--- src/rtl/keypad_scanner_if.sv ---
// keypad_scanner_if
//   Groups the keypad pins and the key-event outputs of keypad_scanner.
//   Pins:
//     row_n       raw active-low row sense lines (asynchronous)
//     col_n       active-low column drive lines, one driven at a time
//   Events:
//     key_code    index (row*N_COLS + col) of the last accepted single key
//     key_valid   one-cycle pulse when a new single key is accepted
//     key_release one-cycle pulse when the matrix returns to all-released
//     key_down    level, exactly one debounced key pressed
//     multi_key   level, two or more debounced keys pressed
//   Modports:
//     master      scanner side (drives columns and events)
//     slave       keypad / consumer side (drives rows, observes the rest)
interface keypad_scanner_if #(
    parameter int N_ROWS = 4,
    parameter int N_COLS = 4,
    parameter int KEY_W  = (N_ROWS * N_COLS > 1) ? $clog2(N_ROWS * N_COLS) : 1
);
    logic [N_ROWS-1:0] row_n;
    logic [N_COLS-1:0] col_n;
    logic [KEY_W-1:0]  key_code;
    logic              key_valid;
    logic              key_release;
    logic              key_down;
    logic              multi_key;

    modport master (
        input  row_n,
        output col_n,
        output key_code,
        output key_valid,
        output key_release,
        output key_down,
        output multi_key
    );

    modport slave (
        output row_n,
        input  col_n,
        input  key_code,
        input  key_valid,
        input  key_release,
        input  key_down,
        input  multi_key
    );
endinterface

--- src/rtl/keypad_scanner.sv ---
// keypad_scanner
//   Matrix keypad scanner. Drives one active-low column at a time for
//   SCAN_CYCLES clocks, samples the synchronised rows at the end of each
//   column dwell into a full-matrix bitmap, debounces whole frames and
//   reports single-key press/release events plus a multi-key level.
//   Ports:
//     clk  system clock, all logic on the rising edge
//     rst  synchronous active-high reset
//     kp   keypad_scanner_if.master (row_n in; col_n and key events out)
module keypad_scanner #(
    parameter int N_ROWS         = 4,
    parameter int N_COLS         = 4,
    parameter int SCAN_CYCLES    = 50000,
    parameter int DEBOUNCE_SCANS = 4,
    parameter int KEY_W          = (N_ROWS * N_COLS > 1) ? $clog2(N_ROWS * N_COLS) : 1
) (
    input  logic             clk,
    input  logic             rst,
    keypad_scanner_if.master kp
);
    localparam int NK = N_ROWS * N_COLS;
    localparam int DW = $clog2(SCAN_CYCLES);
    localparam int CW = (N_COLS > 1) ? $clog2(N_COLS) : 1;
    localparam int SW = (DEBOUNCE_SCANS > 1) ? $clog2(DEBOUNCE_SCANS) : 1;

    localparam logic [DW-1:0]     DWELL_LAST  = DW'(SCAN_CYCLES - 1);
    localparam logic [CW-1:0]     COL_LAST    = CW'(N_COLS - 1);
    localparam logic [SW-1:0]     STABLE_MAX  = SW'(DEBOUNCE_SCANS - 1);
    localparam logic [N_COLS-1:0] COL_N_RESET = ~(N_COLS'(1));

    typedef enum logic [1:0] {
        CLS_NONE   = 2'd0,
        CLS_SINGLE = 2'd1,
        CLS_MULTI  = 2'd2
    } key_class_t;

    // Number of pressed keys in a bitmap, reduced to none / one / several.
    function automatic key_class_t key_class(input logic [NK-1:0] bits);
        int unsigned n;
        n = 32'd0;
        for (int i = 0; i < NK; i++) begin
            n += {31'd0, bits[i]};
        end
        if (n == 32'd0) begin
            return CLS_NONE;
        end else if (n == 32'd1) begin
            return CLS_SINGLE;
        end else begin
            return CLS_MULTI;
        end
    endfunction

    // Index of the lowest set bit; only meaningful for single-key bitmaps.
    function automatic logic [KEY_W-1:0] key_index(input logic [NK-1:0] bits);
        logic [KEY_W-1:0] idx;
        idx = {KEY_W{1'b0}};
        for (int i = NK - 1; i >= 0; i--) begin
            if (bits[i]) begin
                idx = KEY_W'(i);
            end else begin
                idx = idx;
            end
        end
        return idx;
    endfunction

    logic [N_ROWS-1:0] sync1_r;
    logic [N_ROWS-1:0] sync2_r;
    logic [N_ROWS-1:0] row_s;
    logic [DW-1:0]     dwell_r;
    logic [CW-1:0]     col_r;
    logic [N_COLS-1:0] col_n_r;
    logic              dwell_wrap_s;
    logic              col_last_s;
    logic [CW-1:0]     col_next_s;
    logic [N_COLS-1:0] col_n_next_s;
    logic [NK-1:0]     frame_r;
    logic [NK-1:0]     frame_sampled_s;
    logic              frame_done_r;
    logic [NK-1:0]     prev_frame_r;
    logic [SW-1:0]     stable_r;
    logic [SW-1:0]     stable_next_s;
    logic [NK-1:0]     deb_r;
    logic [NK-1:0]     deb_seen_r;
    key_class_t        new_cls_s;
    key_class_t        old_cls_s;
    logic              valid_next_s;
    logic              release_next_s;
    logic [KEY_W-1:0]  code_next_s;
    logic [KEY_W-1:0]  key_code_r;
    logic              key_valid_r;
    logic              key_release_r;
    logic              key_down_r;
    logic              multi_key_r;

    // Two-flop synchroniser for the asynchronous row pins (idle = released).
    always_ff @(posedge clk) begin
        if (rst) begin
            sync1_r <= {N_ROWS{1'b1}};
            sync2_r <= {N_ROWS{1'b1}};
        end else begin
            sync1_r <= kp.row_n;
            sync2_r <= sync1_r;
        end
    end

    assign row_s        = ~sync2_r;
    assign dwell_wrap_s = (dwell_r == DWELL_LAST);
    assign col_last_s   = (col_r == COL_LAST);

    // Next column index and its one-cold drive pattern.
    always_comb begin
        col_next_s   = col_last_s ? {CW{1'b0}} : (col_r + CW'(1));
        col_n_next_s = {N_COLS{1'b1}};
        for (int c = 0; c < N_COLS; c++) begin
            if (CW'(c) == col_next_s) begin
                col_n_next_s[c] = 1'b0;
            end else begin
                col_n_next_s[c] = 1'b1;
            end
        end
    end

    // Dwell/column counters; col_n moves on the same edge as col.
    always_ff @(posedge clk) begin
        if (rst) begin
            dwell_r <= {DW{1'b0}};
            col_r   <= {CW{1'b0}};
            col_n_r <= COL_N_RESET;
        end else if (dwell_wrap_s) begin
            dwell_r <= {DW{1'b0}};
            col_r   <= col_next_s;
            col_n_r <= col_n_next_s;
        end else begin
            dwell_r <= dwell_r + DW'(1);
            col_r   <= col_r;
            col_n_r <= col_n_r;
        end
    end

    // Current rows merged into the active column of the frame bitmap.
    always_comb begin
        frame_sampled_s = frame_r;
        for (int r = 0; r < N_ROWS; r++) begin
            for (int c = 0; c < N_COLS; c++) begin
                if (CW'(c) == col_r) begin
                    frame_sampled_s[r * N_COLS + c] = row_s[r];
                end else begin
                    frame_sampled_s[r * N_COLS + c] = frame_r[r * N_COLS + c];
                end
            end
        end
    end

    // Frame capture at the end of each column dwell; flag the frame end.
    always_ff @(posedge clk) begin
        if (rst) begin
            frame_r      <= {NK{1'b0}};
            frame_done_r <= 1'b0;
        end else begin
            frame_done_r <= dwell_wrap_s & col_last_s;
            if (dwell_wrap_s) begin
                frame_r <= frame_sampled_s;
            end else begin
                frame_r <= frame_r;
            end
        end
    end

    // Saturating count of consecutive identical frames.
    always_comb begin
        if (frame_r == prev_frame_r) begin
            if (stable_r == STABLE_MAX) begin
                stable_next_s = stable_r;
            end else begin
                stable_next_s = stable_r + SW'(1);
            end
        end else begin
            stable_next_s = {SW{1'b0}};
        end
    end

    // Debounce evaluation, one cycle after the last column sample of a frame.
    always_ff @(posedge clk) begin
        if (rst) begin
            prev_frame_r <= {NK{1'b0}};
            stable_r     <= {SW{1'b0}};
            deb_r        <= {NK{1'b0}};
        end else if (frame_done_r) begin
            prev_frame_r <= frame_r;
            stable_r     <= stable_next_s;
            if (stable_next_s == STABLE_MAX) begin
                deb_r <= frame_r;
            end else begin
                deb_r <= deb_r;
            end
        end else begin
            prev_frame_r <= prev_frame_r;
            stable_r     <= stable_r;
            deb_r        <= deb_r;
        end
    end

    // Event classification of the debounced matrix against its previous value.
    // A single key reached from a multi-key state is not reported, so a
    // roll-over never produces a spurious press.
    always_comb begin
        new_cls_s      = key_class(deb_r);
        old_cls_s      = key_class(deb_seen_r);
        valid_next_s   = 1'b0;
        release_next_s = 1'b0;
        code_next_s    = key_code_r;
        case (new_cls_s)
            CLS_SINGLE: begin
                if ((old_cls_s == CLS_NONE) ||
                    ((old_cls_s == CLS_SINGLE) && (deb_r != deb_seen_r))) begin
                    valid_next_s = 1'b1;
                    code_next_s  = key_index(deb_r);
                end else begin
                    valid_next_s = 1'b0;
                end
            end
            CLS_NONE: begin
                if (old_cls_s != CLS_NONE) begin
                    release_next_s = 1'b1;
                end else begin
                    release_next_s = 1'b0;
                end
            end
            CLS_MULTI: begin
                valid_next_s = 1'b0;
            end
            default: begin
                valid_next_s   = 1'b0;
                release_next_s = 1'b0;
            end
        endcase
    end

    // Registered event outputs and levels.
    always_ff @(posedge clk) begin
        if (rst) begin
            deb_seen_r    <= {NK{1'b0}};
            key_code_r    <= {KEY_W{1'b0}};
            key_valid_r   <= 1'b0;
            key_release_r <= 1'b0;
            key_down_r    <= 1'b0;
            multi_key_r   <= 1'b0;
        end else begin
            deb_seen_r    <= deb_r;
            key_code_r    <= code_next_s;
            key_valid_r   <= valid_next_s;
            key_release_r <= release_next_s;
            key_down_r    <= (new_cls_s == CLS_SINGLE);
            multi_key_r   <= (new_cls_s == CLS_MULTI);
        end
    end

    assign kp.col_n       = col_n_r;
    assign kp.key_code    = key_code_r;
    assign kp.key_valid   = key_valid_r;
    assign kp.key_release = key_release_r;
    assign kp.key_down    = key_down_r;
    assign kp.multi_key   = multi_key_r;
endmodule

--- src/flat_wrapper.sv ---
// flat-port wrapper written by rule: the top's interface ports become plain ports
module keypad_scanner_flat 
#(
    parameter int N_ROWS         = 4,
    parameter int N_COLS         = 4,
    parameter int SCAN_CYCLES    = 50000,
    parameter int DEBOUNCE_SCANS = 4,
    parameter int KEY_W          = (N_ROWS * N_COLS > 1) ? $clog2(N_ROWS * N_COLS) : 1
)
  (clk, rst, kp_row_n, kp_col_n, kp_key_code, kp_key_valid, kp_key_release, kp_key_down, kp_multi_key);
  keypad_scanner_if #(.N_ROWS(N_ROWS), .N_COLS(N_COLS), .KEY_W(KEY_W)) kp_i ();
  input  logic clk;
  input  logic rst;
  input wire logic [$bits(kp_i.row_n)-1:0] kp_row_n;
  output wire logic [$bits(kp_i.col_n)-1:0] kp_col_n;
  output wire logic [$bits(kp_i.key_code)-1:0] kp_key_code;
  output wire logic [$bits(kp_i.key_valid)-1:0] kp_key_valid;
  output wire logic [$bits(kp_i.key_release)-1:0] kp_key_release;
  output wire logic [$bits(kp_i.key_down)-1:0] kp_key_down;
  output wire logic [$bits(kp_i.multi_key)-1:0] kp_multi_key;
  assign kp_i.row_n = kp_row_n;
  assign kp_col_n = kp_i.col_n;
  assign kp_key_code = kp_i.key_code;
  assign kp_key_valid = kp_i.key_valid;
  assign kp_key_release = kp_i.key_release;
  assign kp_key_down = kp_i.key_down;
  assign kp_multi_key = kp_i.multi_key;
  keypad_scanner #(.N_ROWS(N_ROWS), .N_COLS(N_COLS), .SCAN_CYCLES(SCAN_CYCLES), .DEBOUNCE_SCANS(DEBOUNCE_SCANS), .KEY_W(KEY_W)) u_core (.clk(clk), .rst(rst), .kp(kp_i));
endmodule
--- config.mk ---
export PLATFORM = sky130hd
export DESIGN_NAME = keypad_scanner_flat
export DESIGN_NICKNAME = d
export VERILOG_FILES = /design/src/rtl/keypad_scanner_if.sv /design/src/rtl/keypad_scanner.sv /design/src/flat_wrapper.sv
export SDC_FILE = /design/constraint.sdc
export NUM_CORES = 1
export LEC_CHECK = 0
export ABC_AREA = 1
export BUFFER_PORTS_ARGS = -buffer_cell sky130_fd_sc_hd__buf_2
export CAP_MARGIN = 10
export CELL_PAD_IN_SITES_DETAIL_PLACEMENT = 1
export CELL_PAD_IN_SITES_GLOBAL_PLACEMENT = 1
export CORE_MARGIN = 5
export CORE_UTILIZATION = 33
export DETAILED_ROUTE_END_ITERATION = 12
export PLACE_DENSITY_LB_ADDON = 0.1
export SLEW_MARGIN = 5
export SYNTH_ARGS = -nofsm -noshare
export SYNTH_HDL_FRONTEND = slang
export SYNTH_SLANG_ARGS = --single-unit
--- constraint.sdc ---
create_clock -name clk -period 5.45 [get_ports clk]
set_input_delay 0.8175 -clock clk [delete_from_list [all_inputs] [get_ports clk]]
set_output_delay 0.8175 -clock clk [all_outputs]
set_load 0.005 [all_outputs]
==> qor.yml, run 1 <==
antennaDiodeCount: 0
cts_tree: "done"
grt_pass1_wl_um: 19800
synth_compound_area_frac: 0.146
h-tree-depth: 3
max_slew_margin: 0.588
rsz0062_at_grt: "no"
crit_type: "reg2reg"
switching_share: 0.208
power_density_nw_per_um2: 275
power_frac_seq: 0.512
synth.avg_cell_area_um2: 8.28
ys_seq_area_frac: 0.430
synth_fa_ha_area_frac: 0.128
clock_latency_ns: 0.35
synth_cell_types: 32
netlist.area_leader.share: 0.430
ctsResizeCount: 0
postCtsHoldBufs: 0
end_kind: "register"
syn_nets: 635
synth_area_um2: 4890
power_leakage_nw: 2.30
dr_total_vias: 3718
drtPass1Iterations: 4
cellInternalPower_mw: 1.19
p_comb_frac: 0.019
synth-edff-count: 0
drcViolationCount: 0
async_flop_share: 0
synthesis.instances: 591
placed_area_um2: 5170
antenna_found_initial: 0
use_met2: 0.224
coreArea_um2: 14500
synth_seq_cells: 105
synthToLayoutAreaGrowth_pct: 12.2
yosys.area_share.simple: 0.154
grtUsageMet3: 0.0302
maxCapViolations: 0
dp_slack_ns: 0.631
status: "finished, final reports clean"
final_cell_area_um2: 5490
cts-root-buf: "clkbuf_16"
track_usage: 0.140
gr-total-overflow: 0
crit_required_ns: 5.74
worstPathMaxFanout: 4
die_x_um: 132
wire_per_inst_um: 14.6
path_clk_slew_ns: 0.07
fin_nets: 650
critPathLaunchType: "register"
place.gp.congestion: 0.804
num-fill-cells: 1757
tightest_slew_ns: 0.612
dieArea_um2: 17400
yosysTopAreaCell: "dfxtp_1"
timing.final.ws_setup_ns: 0.680
grt-busiest-layer: "met2"
finalCriticalPeriod_ns: 4.77
rows: 44
cts_setup_buffers: 0
drt_iter0_drc: 195
p_total_mw: 1.51
grt_pass1_vias: 3965
fin_setup_tns_ns: 0
switchingPower_mw: 0.314
hold_viol_final: 0
fp.dieH_um: 132
synth.area.top_cells: "dfxtp_1 (43%), fa_1 (8.2%), inv_1 (8.0%)"
synth_xor_area_frac: 0.0483
final.setup_skew_ns: 0.00872
synth_common_cells: "dfxtp_1 (105), inv_1 (104), a21oi_1 (69)"
drt_wl_total_um: 11600
arrival_ns: 5.06
start_util: 0.337
ir_worst_vdd_mv: 0.136
synth_mux_area_frac: 0
final_layout_size_suffix_gt1_frac: 0.0851
via_per_inst: 4.68
cts-buffers-inserted: 9
cts_sinks: 105
fin_crit_sh: 0.875
io_pins: 18
p_clk_frac: 0.469
final-max-slew-violation-count: 0
use_met1: 0.187
hold_class: "reg2reg"
cts_buffer_depth: 2
max_freq_mhz: 210
hpwl_um: 8890
yosysMostFrequentCell: "dfxtp_1"
port_buffers: 17
ant_nets: 0
synth_top_family_by_area: "simple AND/OR/NAND/NOR gates"
dominantRegCellSynth: "dfxtp_1"
grt_max_degree: 48
yosysWarnings: 0
finalSetupViolations: 0
## worst max-delay path, cell delays in order (launching register included)
cell,delay (ns)
dfxtp_1,0.33
ha_1,0.29
inv_1,0.05
fa_1,0.48
inv_1,0.06
fa_1,0.48
fa_1,0.53
inv_1,0.05
fa_1,0.44
fa_1,0.37
inv_1,0.10
fa_1,0.41
nor3_1,0.17
nand2_1,0.07
a21oi_1,0.26
nand3_1,0.20
nor2_1,0.23
o211ai_1,0.12
nand2_1,0.06
## cell type report
| cell class | instances | area (um^2) | area share |
|---|---|---|---|
| clock inverters | 5 | 78.8 | 0.0144 |
| multi-input cells | 365 | 2330 | 0.425 |
| clock buffers | 11 | 243 | 0.0442 |
| inverters | 104 | 390 | 0.0711 |
| repair buffers | 21 | 115 | 0.0210 |
| flip-flops and latches | 105 | 2100 | 0.383 |
| well taps | 184 | 230 | 0.0419 |
## power by group through the flow
stage / combinational, mW / clock, mW / sequential, mW
after global routing: 0.0324 / 0.766 / 0.773
after global placement: 0.0282 / 0 / 0.791
after CTS: 0.0293 / 0.736 / 0.773
final: 0.0282 / 0.707 / 0.773
after floorplan: 0.0201 / 0 / 0.790
after detailed placement: 0.0290 / 0 / 0.791
## state kept, by name (all words and copies together) (netlist names), 2 cells and up
| register | count |
|---|---|
| u_core.col_r | 2 |
| u_core.deb_r | 16 |
| u_core.deb_seen_r | 16 |
| u_core.dwell_r | 16 |
| u_core.frame_r | 16 |
| u_core.kp.col_n | 4 |
| u_core.kp.key_code | 4 |
| u_core.prev_frame_r | 16 |
| u_core.stable_r | 2 |
| u_core.sync1_r | 4 |
| u_core.sync2_r | 4 |
## path summary, 6_finish.rpt
| kind | cells past startpoint | end | start | slack (ns) |
|---|---|---|---|---|
| max | 18 | u_core.kp.key_code[3] | u_core.deb_seen_r[0] | 0.68 |
| min | 1 | u_core.sync2_r[3] | u_core.sync1_r[3] | 0.41 |
| max reg2reg | 18 | u_core.kp.key_code[3] | u_core.deb_seen_r[0] | 0.68 |
| min reg2reg | 1 | u_core.sync2_r[3] | u_core.sync1_r[3] | 0.41 |
## stage by stage
stage	util	hold slack (ns)	std cells
6_report	0.378	0.413	795
5_1_grt	0.378	0.426	795
4_1_cts	0.378	0.415	795
3_5_place_dp	0.356	0.397	779
3_3_place_gp	0.356	0.393	779
2_1_floorplan	-	0.389	591
## cell usage in the layout, fill, tap and decap left out, drive strengths merged
master	n
a2111oi	1
a211oi	2
a21oi	69
a31oi	1
and2	1
and3	1
buf	21
bufinv	2
clkbuf	11
clkinv	3
dfxtp	105
fa	20
ha	18
inv	104
nand2	62
nand3	20
nand4	12
nor2	41
nor3	6
nor3b	3
nor4	5
o211ai	1
o21ai	61
o22a	1
o311ai	1
o31ai	1
or2	11
xnor2	23
xor2	4
## metal layers
| metal | vias to the layer above | part of all wire |
|---|---|---|
| li1 | 1923 | - |
| met3 | 15 | 0.020 |
| met1 | 1754 | 0.49 |
| met4 | 0 | 0.020 |
| met5 | - | 0 |
| met2 | 26 | 0.47 |
## cells by family (layout without fill, tap and decap cells)
kind of cell | Yosys count | after routing
xor gates and xnor gates | 27 | 27
AOI/OAI and AO/OA | 138 | 138
and+or+nand+nor | 162 | 162
buffers and inverters | 121 | 141
DFF | 105 | 105
adders and majority gates | 38 | 38
(Power assumes the default switching activity.)
==> run 2: changes to the inputs <==
--- a/config.mk
+++ b/config.mk
@@ -13,7 +13,7 @@
 export CORE_MARGIN = 5
 export CORE_UTILIZATION = 33
 export DETAILED_ROUTE_END_ITERATION = 12
-export PLACE_DENSITY_LB_ADDON = 0.1
+export PLACE_DENSITY_LB_ADDON = 0.15
 export SLEW_MARGIN = 5
 export SYNTH_ARGS = -nofsm -noshare
 export SYNTH_HDL_FRONTEND = slang
==> run 2 against run 1 <==
Cell count is 0.38% lower. Via count is 0.78% higher. Clock-buffer cell count is 1 lower. Non-clock buffer count is 1 lower. Core utilization is 0.41 points lower. Sequential cell count stayed put. First-iteration DRC count is 22% lower. Clock power is 15% lower. Total power is 7.0% lower. Fmax is 1.0% higher. Critical path depth stayed put. Largest cell class unchanged.
==> qor.yml, run 2 (synthesized netlist as in run 1, its figures left out) <==
status: "finished, final reports clean"
end_kind: "register"
cts-root-buf: "clkbuf_16"
track_usage: 0.142  # +0.00171
final_layout_size_suffix_gt1_frac: 0.0822  # -0.00287
wire_per_inst_um: 14.7  # +0.99%
maxCapViolations: 0  # unchanged
start_util: 0.337  # unchanged
coreArea_um2: 14500  # unchanged
rsz0062_at_grt: "no"
placed_cells: 778  # -0.13%
cts_buffer_depth: 2  # unchanged
drt_wl_total_um: 11600  # +0.61%
fin_setup_tns_ns: 0  # unchanged
crit_required_ns: 5.74  # about the same
max_slew_margin: 0.519  # -0.0694
top_layer: "met4"
path_clk_slew_ns: 0.07  # about the same
fin_crit_sh: 0.866  # -0.00886
hpwl_um: 8910  # +0.18%
dieArea_um2: 17400  # unchanged
clock_latency_ns: 0.35  # about the same
ant_nets: 0  # unchanged
io_pins: 18  # unchanged
layout_commonest_cell: "dfxtp_1"
die_x_um: 132  # unchanged
cts_setup_buffers: 0  # unchanged
dr_total_vias: 3747  # +0.78%
max_freq_mhz: 212  # +1.0%
crit_type: "reg2reg"
h-tree-depth: 3  # unchanged
drcViolationCount: 0  # unchanged
arrival_ns: 5.01  # -0.05 ns
final-max-slew-violation-count: 0  # unchanged
cts-buffers-inserted: 9  # unchanged
drt_iter0_drc: 153  # -22%
fin_nets: 649  # -0.15%
rows: 44  # unchanged
power_leakage_nw: 2.26  # -1.5%
final_cell_mix: "dfxtp_1 (105), inv_1 (104), a21oi_1 (69)"
final_cell_area_um2: 5430  # -1.1%
grt_pass1_wl_um: 20300  # +2.6%
place.gp.congestion: 0.793  # -1.4%
wl_met3_um: 291  # +25%
tightest_slew_ns: 0.722  # +0.110 ns
via_per_inst: 4.73  # +1.2%
critPathLaunchType: "register"
synthToLayoutAreaGrowth_pct: 11.0
finalCriticalPeriod_ns: 4.72  # -0.0483 ns
wl_met1_um: 5590  # -2.2%
power_density_nw_per_um2: 258  # -6.0%
cts_tree: "done"
antenna_found_initial: 0  # unchanged
fin_cells: 792  # -0.38%
finalSetupViolations: 0  # unchanged
ir_worst_vdd_mv: 0.252  # +85%
postCtsHoldBufs: 0  # unchanged
worstPathMaxFanout: 4  # unchanged
hold_viol_final: 0  # unchanged
ctsResizeCount: 0  # unchanged
rrSetupSlack_ns: 0.73  # +0.05 ns
hold_class: "reg2reg"
antennaDiodeCount: 0  # unchanged
drtPass1Iterations: 4  # unchanged
fp.dieH_um: 132  # unchanged
gr-total-overflow: 0  # unchanged
final.setup_skew_ns: 0.00625  # -0.00247 ns
placed_area_um2: 5160  # -0.15%
grt_pass1_vias: 4093  # +3.2%
grt_max_degree: 56  # +17%
cts_sinks: 105  # unchanged
port_buffers: 17  # unchanged
wl_met2_um: 5660  # +4.9%
[run 2: cell types whose count changed in the layout (fill, tap and decap cells not counted), sizes merged]
cell and change:
inv +1, clkinv -1, buf -1, clkbuf -1
bufinv -2, clkinvlp +1
[run 2: per-stage QoR]
| stage | setup WS (ns) | hold slack [ns] | power (mW) | util |
|---|---|---|---|---|
| after detailed placement | 0.700 | 0.399 | 0.819 | 0.355 |
| after global routing | 0.337 | 0.425 | 1.46 | 0.374 |
| after floorplan | 1.09 | 0.389 | 0.810 | - |
| after global placement | 0.878 | 0.393 | 0.818 | 0.355 |
| after CTS | 0.687 | 0.417 | 1.43 | 0.374 |
| final | 0.728 | 0.412 | 1.40 | 0.374 |
[run 2: worst paths after layout]
check | startpoint | to | cells after the start
worst min-delay path | u_core.sync1_r[3] | u_core.sync2_r[3] | 1
worst max-delay path | u_core.deb_seen_r[0] | u_core.kp.key_code[3] | 18
worst max register to register | u_core.deb_seen_r[0] | u_core.kp.key_code[3] | 18
worst min register to register | u_core.sync1_r[3] | u_core.sync2_r[3] | 1
[run 2: critical path, stage by stage, from the launching register on]
cell      delay, ns
dfxtp_1        0.33
ha_1           0.28
inv_1          0.04
fa_1           0.47
inv_1          0.05
fa_1           0.47
fa_1           0.51
inv_1          0.05
fa_1           0.45
fa_1           0.37
inv_1          0.11
fa_1           0.42
nor3_1         0.18
nand2_1        0.08
a21oi_1        0.22
nand3_1        0.20
nor2_1         0.25
o211ai_1       0.13
nand2_1        0.07
[run 2: metal layers]
layer  vias up  GRT usage
li1       1922          -
met1      1791      0.183
met2        24      0.241
met3        10     0.0344
met4         0     0.0320
met5         -          0
[run 2: area by class of cell]
cell class | count | area (um^2)
clock buffer | 10 | 239
tap | 184 | 230
clock inverter | 4 | 30.0
timing repair buffer | 20 | 108
fill | 1780 | 9100
multi-input combinational | 365 | 2330
sequential | 105 | 2100
inverter | 104 | 390
[run 2: report_power, final]
group	switching [mW]	internal (mW)	total, mW
sequential	0.00163	0.771	0.773
clock	0.283	0.319	0.601
combinational	0.0198	0.00812	0.0280
